$ cat src/rtl/trap_integrator_stage_if.sv
`default_nettype none
// ---------------------------------------------------------------------------
// trap_integrator_stage_if : sample/control/status bundle of the integrator
// Rev 1.0
// ---------------------------------------------------------------------------
interface trap_integrator_stage_if #(
  parameter int IN_W      = 22,
  parameter int ACC_W     = 26,
  parameter int OUT_SHIFT = 0,
  parameter int CNT_W     = 16
);
  logic                               CLR;
  logic                               HOLD;
  logic                               IN_VALID;
  logic signed [IN_W-1:0]             DATAIN;
  logic                               OVF_CLR;
  logic                               OUT_VALID;
  logic signed [ACC_W-OUT_SHIFT-1:0]  DATAOUT;
  logic                               ACC_OVF;
  logic [CNT_W-1:0]                   SAMPLE_CNT;

  modport master (
    output CLR, HOLD, IN_VALID, DATAIN, OVF_CLR,
    input  OUT_VALID, DATAOUT, ACC_OVF, SAMPLE_CNT
  );

  modport slave (
    input  CLR, HOLD, IN_VALID, DATAIN, OVF_CLR,
    output OUT_VALID, DATAOUT, ACC_OVF, SAMPLE_CNT
  );
endinterface
`default_nettype wire

$ cat src/rtl/trap_integrator_stage.sv
`default_nettype none
// ---------------------------------------------------------------------------
// trap_integrator_stage : wrap/saturate accumulator with rounded, shifted output
// Rev 1.0
// ---------------------------------------------------------------------------
module trap_integrator_stage #(
  parameter int IN_W      = 22,
  parameter int ACC_W     = 26,
  parameter int OUT_SHIFT = 0,
  parameter int SAT_EN    = 0,
  parameter int CNT_W     = 16
) (
  input  wire logic              SYS_CLK,
  input  wire logic              RESET_N,
  trap_integrator_stage_if.slave bus
);

  localparam int c_out_w = ACC_W - OUT_SHIFT;
  localparam int c_ext_w = ACC_W + 1 - IN_W;
  localparam logic [ACC_W-1:0] c_acc_max = {1'b0, {(ACC_W-1){1'b1}}};
  localparam logic [ACC_W-1:0] c_acc_min = {1'b1, {(ACC_W-1){1'b0}}};

  logic signed [ACC_W-1:0]   acc_q, acc_d;
  logic                      v1_q, v1_d;
  logic signed [c_out_w-1:0] dout_q, dout_d;
  logic                      oval_q, oval_d;
  logic                      ovf_q, ovf_d;
  logic [CNT_W-1:0]          cnt_q, cnt_d;

  logic                      w_accept;
  logic [ACC_W:0]            w_sum;
  logic                      w_sum_ovf;
  logic signed [c_out_w-1:0] w_rnd;

  assign w_accept  = bus.IN_VALID & ~bus.HOLD & ~bus.CLR;
  // One guard bit: the top two bits of the sum disagree exactly on overflow.
  assign w_sum     = {acc_q[ACC_W-1], acc_q} + {{c_ext_w{bus.DATAIN[IN_W-1]}}, bus.DATAIN};
  assign w_sum_ovf = w_sum[ACC_W] ^ w_sum[ACC_W-1];

  generate
    if (OUT_SHIFT == 0) begin : g_round_pass
      assign w_rnd = acc_q;
    end else begin : g_round_half_up
      localparam logic [c_out_w-1:0] c_out_max = {1'b0, {(c_out_w-1){1'b1}}};
      logic [c_out_w:0] w_rsum;
      // Adding half an LSB then shifting equals floor-shift plus the first dropped bit.
      assign w_rsum = {acc_q[ACC_W-1], acc_q[ACC_W-1:OUT_SHIFT]}
                    + {{c_out_w{1'b0}}, acc_q[OUT_SHIFT-1]};
      assign w_rnd  = (w_rsum[c_out_w] ^ w_rsum[c_out_w-1]) ? c_out_max
                                                            : w_rsum[c_out_w-1:0];
    end
  endgenerate

  always_comb begin
    acc_d  = acc_q;
    v1_d   = w_accept;
    dout_d = dout_q;
    oval_d = 1'b0;
    ovf_d  = ovf_q & ~bus.OVF_CLR;
    cnt_d  = cnt_q;
    if (bus.CLR) begin
      acc_d  = '0;
      dout_d = '0;
      cnt_d  = '0;
    end else begin
      if (w_accept) begin
        if (w_sum_ovf && (SAT_EN != 0)) begin
          acc_d = w_sum[ACC_W] ? c_acc_min : c_acc_max;
        end else begin
          acc_d = w_sum[ACC_W-1:0];
        end
        if (w_sum_ovf) begin
          ovf_d = 1'b1;
        end
        if (cnt_q != {CNT_W{1'b1}}) begin
          cnt_d = cnt_q + CNT_W'(1);
        end
      end
      if (v1_q) begin
        dout_d = w_rnd;
        oval_d = 1'b1;
      end
    end
  end

  always_ff @(posedge SYS_CLK or negedge RESET_N) begin
    if (!RESET_N) begin
      acc_q  <= '0;
      v1_q   <= 1'b0;
      dout_q <= '0;
      oval_q <= 1'b0;
      ovf_q  <= 1'b0;
      cnt_q  <= '0;
    end else begin
      acc_q  <= acc_d;
      v1_q   <= v1_d;
      dout_q <= dout_d;
      oval_q <= oval_d;
      ovf_q  <= ovf_d;
      cnt_q  <= cnt_d;
    end
  end

  assign bus.OUT_VALID  = oval_q;
  assign bus.DATAOUT    = dout_q;
  assign bus.ACC_OVF    = ovf_q;
  assign bus.SAMPLE_CNT = cnt_q;

endmodule
`default_nettype wire

$ cat src/flat_wrapper.sv
// flat-port wrapper written by rule: the top's interface ports become plain ports
module trap_integrator_stage_flat 
#(
  parameter int IN_W      = 22,
  parameter int ACC_W     = 26,
  parameter int OUT_SHIFT = 0,
  parameter int SAT_EN    = 0,
  parameter int CNT_W     = 16
)
  (SYS_CLK, RESET_N, bus_CLR, bus_HOLD, bus_IN_VALID, bus_DATAIN, bus_OVF_CLR, bus_OUT_VALID, bus_DATAOUT, bus_ACC_OVF, bus_SAMPLE_CNT);
  trap_integrator_stage_if #(.IN_W(IN_W), .ACC_W(ACC_W), .OUT_SHIFT(OUT_SHIFT), .CNT_W(CNT_W)) bus_i ();
  input  wire logic SYS_CLK;
  input  wire logic RESET_N;
  input wire logic [$bits(bus_i.CLR)-1:0] bus_CLR;
  input wire logic [$bits(bus_i.HOLD)-1:0] bus_HOLD;
  input wire logic [$bits(bus_i.IN_VALID)-1:0] bus_IN_VALID;
  input wire logic [$bits(bus_i.DATAIN)-1:0] bus_DATAIN;
  input wire logic [$bits(bus_i.OVF_CLR)-1:0] bus_OVF_CLR;
  output wire logic [$bits(bus_i.OUT_VALID)-1:0] bus_OUT_VALID;
  output wire logic [$bits(bus_i.DATAOUT)-1:0] bus_DATAOUT;
  output wire logic [$bits(bus_i.ACC_OVF)-1:0] bus_ACC_OVF;
  output wire logic [$bits(bus_i.SAMPLE_CNT)-1:0] bus_SAMPLE_CNT;
  assign bus_i.CLR = bus_CLR;
  assign bus_i.HOLD = bus_HOLD;
  assign bus_i.IN_VALID = bus_IN_VALID;
  assign bus_i.DATAIN = bus_DATAIN;
  assign bus_i.OVF_CLR = bus_OVF_CLR;
  assign bus_OUT_VALID = bus_i.OUT_VALID;
  assign bus_DATAOUT = bus_i.DATAOUT;
  assign bus_ACC_OVF = bus_i.ACC_OVF;
  assign bus_SAMPLE_CNT = bus_i.SAMPLE_CNT;
  trap_integrator_stage #(.IN_W(IN_W), .ACC_W(ACC_W), .OUT_SHIFT(OUT_SHIFT), .SAT_EN(SAT_EN), .CNT_W(CNT_W)) u_core (.SYS_CLK(SYS_CLK), .RESET_N(RESET_N), .bus(bus_i));
endmodule
$ cat config.mk
export PLATFORM = sky130hd
export DESIGN_NAME = trap_integrator_stage_flat
export DESIGN_NICKNAME = d
export VERILOG_FILES = /design/src/rtl/trap_integrator_stage_if.sv /design/src/rtl/trap_integrator_stage.sv /design/src/flat_wrapper.sv
export SDC_FILE = /design/constraint.sdc
export NUM_CORES = 1
export LEC_CHECK = 0
export ABC_AREA = 1
export ABC_CLOCK_PERIOD_IN_PS = 2160
export CORE_ASPECT_RATIO = 1.2
export CORE_MARGIN = 5
export CORE_UTILIZATION = 24
export DETAILED_ROUTE_END_ITERATION = 6
export HOLD_SLACK_MARGIN = 0.06
export PLACE_DENSITY = 0.45
export SLEW_MARGIN = 25
export SYNTH_ARGS = -nofsm -noshare
export SYNTH_HDL_FRONTEND = slang
export SYNTH_SLANG_ARGS = --single-unit
$ cat constraint.sdc
create_clock -name SYS_CLK -period 2.16 [get_ports SYS_CLK]
set_clock_uncertainty 0.2 [all_clocks]
set_input_delay 0.324 -clock SYS_CLK [delete_from_list [all_inputs] [get_ports SYS_CLK]]
set_output_delay 0.324 -clock SYS_CLK [all_outputs]
set_load 0.02 [all_outputs]
==> impl_metrics.tcl <==
set metrics [dict create \
    p_leak_uw 0.00344 \
    cts_tree "yes" \
    clk_pin_slew_ns 0.06 \
    period_minus_slack_ns 2.05 \
    slowest_delay_ns 0.41 \
    fin_ws_ns 0.112 \
    numPortBuffers 71 \
    ant_nets 0 \
    cts_max_level 3 \
    rsz0062_at_grt "true" \
    power_density_nw_per_um2 583 \
    top_layer_used "met4" \
    comb_power_share 0.246 \
    internal_power_uw 2930 \
    finalCritPeriodShare 0.948 \
    grt_overflow_total 0 \
    yosys.area_share.simple 0.341 \
    synth-adder-area-share 0.0739 \
    synth_top_family_by_area "simple AND/OR/NAND/NOR gates" \
    synthDistinctLibCells 36 \
    post-place-ws_ns -0.397 \
    n_antenna_cell 0 \
    final_common_cell "nand2_1" \
    synth_seq_cells 71 \
    p_sw_frac 0.295 \
    synthToLayoutAreaGrowth_pct 47.1 \
    nNetsFinal 905 \
    ys_seq_area_frac 0.367 \
    cp_max_fo 3 \
    switching_power_uw 1230 \
    grt_pass1_wl_um 26600 \
    relSlewSlack 0.690 \
    setup_tns_ns 0 \
    critPathSlowestCell "clkdlybuf4s50_1" \
    cp-start-kind "input port" \
    num_io_pins 72 \
    muxShareOfSynthArea 0 \
    syn_inst 701 \
    drv_slew 0 \
    syn_nets 757 \
    cts-root-buf "clkbuf_16" \
    hp-class "in -> async" \
    hpwl_um 13100 \
    drive_above_1_share 0.203 \
    cp.buffers_inverters 3 \
    grt_max_degree 43 \
    cts_max_path_buffers 2 \
    dieHeight_um 166 \
    gp_congestion 0.835 \
    mostFrequentLayoutCells "nand2_1, inv_1, buf_4" \
    grt_pass1_vias 5140 \
    track_usage 0.146 \
    clock_sinks 71 \
    fin_area_um2 7120 \
    yosys.area.top_type "dfrtp_1" \
    dpl_cell_area_um2 6420 \
    worstPathArrival_ns 2.10 \
    ys_top_cells_by_area "dfrtp_1, nand2_1, ha_1" \
    utilization 0.355 \
    rows 57 \
    insertion_delay_ns 0.34 \
    met3_length_um 569 \
    synth_compound_area_frac 0.119 \
    status "completed" \
    hold_viol 0 \
    m1WireLength_um 7160 \
    pwr-share-clk 0.409 \
    timing.hold.ws_ns 0.191 \
    finalSetupViolations 0 \
    synthXorXnorAreaFrac 0.0127 \
    seq_power_share 0.345 \
    synth.avg_cell_area_um2 6.91 \
    wl_met2_um 8440 \
    start_util 0.242 \
    cp_top_family "buffers and inverters" \
    core-area_um2 20000 \
    fmax_mhz 488 \
    numCtsBuffers 9 \
    die_w_um 140 \
    route.vias.total 5006 \
    worstSetupEndpointType "register" \
    postCtsSetupRepairBufs 0 \
    crit_required_ns 2.21 \
    dr.pass1.iters 4 \
    wl_per_cell_um 14.7 \
    drcViolationCount 0 \
    ir_worst_vdd_uv 397 \
    fp.dieArea_um2 23100 \
    cap_violations 0 \
    criticalPathCategory "in -> reg" \
    netlist.area_leader.share 0.367 \
    path_cells "clkdlybuf4s50_1, ha_2, fa_2, buf_4, nand3_1, nand3_2, buf_4, a21oi_1, o21ai_0, o21ai_0" \
    synthesis.area_um2 4840 \
    worstMarginPinSlew_ns 0.464 \
    antenna_found_initial 0 \
    drt_iter0_markers 288 \
    post_drt_via_cell_ratio 4.47 \
    synth-warning-count 0 \
    drt_wl_total_um 16500 \
]
[kinds of logic (layout without fill, tap and decap cells)]
kind of cell / after synthesis / after routing
flops: 71 / 71
buf+inv: 105 / 258
compound gates: 103 / 103
fa+ha+maj: 28 / 28
xor+xnor: 7 / 7
simple gates: 387 / 387
[flip-flops by register name (all words and copies together) (netlist names)]
register	count
u_core.bus.SAMPLE_CNT	16
u_core.v1_q	1
u_core.bus.ACC_OVF	1
u_core.bus.DATAOUT	26
u_core.bus.OUT_VALID	1
u_core.acc_q	26
[layout make-up]
| cell class | count | area [um2] |
|---|---|---|
| clock inverters | 4 | 76.3 |
| fillers | 2134 | 12900 |
| multi-input cells | 525 | 2990 |
| clock buffers | 12 | 256 |
| repair buffers | 152 | 1350 |
| flip-flops and latches | 71 | 1780 |
| well taps | 265 | 332 |
| inverters | 90 | 338 |
[path summary, 6_finish.rpt]
check / slack, ns / cells past startpoint / start / end
setup / recovery: 0.11 / 10 / bus_DATAIN[0] / u_core.acc_q[10]
max in group asynchronous: 1.05 / 3 / RESET_N / u_core.bus.ACC_OVF
setup reg to reg: 0.13 / 10 / u_core.acc_q[5] / u_core.bus.ACC_OVF
min in group SYS_CLK: 0.27 / 4 / bus_DATAIN[11] / u_core.acc_q[11]
hold reg to reg: 0.31 / 2 / u_core.bus.DATAOUT[24] / u_core.bus.DATAOUT[24]
hold / removal: 0.19 / 2 / RESET_N / u_core.bus.DATAOUT[3]
[routing by layer]
layer	GRT usage	vias to the layer above
met5	0	-
met4	0.0485	0
met3	0.0268	21
met2	0.268	79
met1	0.171	2335
li1	-	2571
[metrics by stage]
stage | cells | total power, uW
after floorplan | 701 | 1910
after global placement | 1102 | 2370
after detailed placement | 1102 | 2370
after CTS | 1119 | 4120
after global routing | 1119 | 4380
final | 1119 | 4150
[power groups by stage]
stage          sequential [uW]  clock (uW)  combinational [uW]
2_1_floorplan             1460           0                 450
3_3_place_gp              1450           0                 926
3_5_place_dp              1450           0                 923
4_1_cts                   1430        1750                 944
5_1_grt                   1440        1800                1140
6_report                  1430        1700                1020
[synth_stat cells (all sizes together)]
library cell  number
nand2            238
inv               90
dfrtp             71
nand3             63
nor2              54
o21ai             48
a21oi             34
ha                27
nand4             15
nor3              11
buf                8
o21bai             8
clkbuf             7
o22ai              6
o31ai              6
xor2               6
and2               5
a31o               1
fa                 1
or2                1
xnor2              1
[what timing repair did]
item | 4_1_cts | 5_1_grt
pin swaps | 0 | 1
endpoints found under the setup margin | 9 | 21
hold buffers | 1 | 0
gates resized for setup | 8 | 61
hold endpoints to repair | 71 | 0
(Power assumes the default switching activity.)
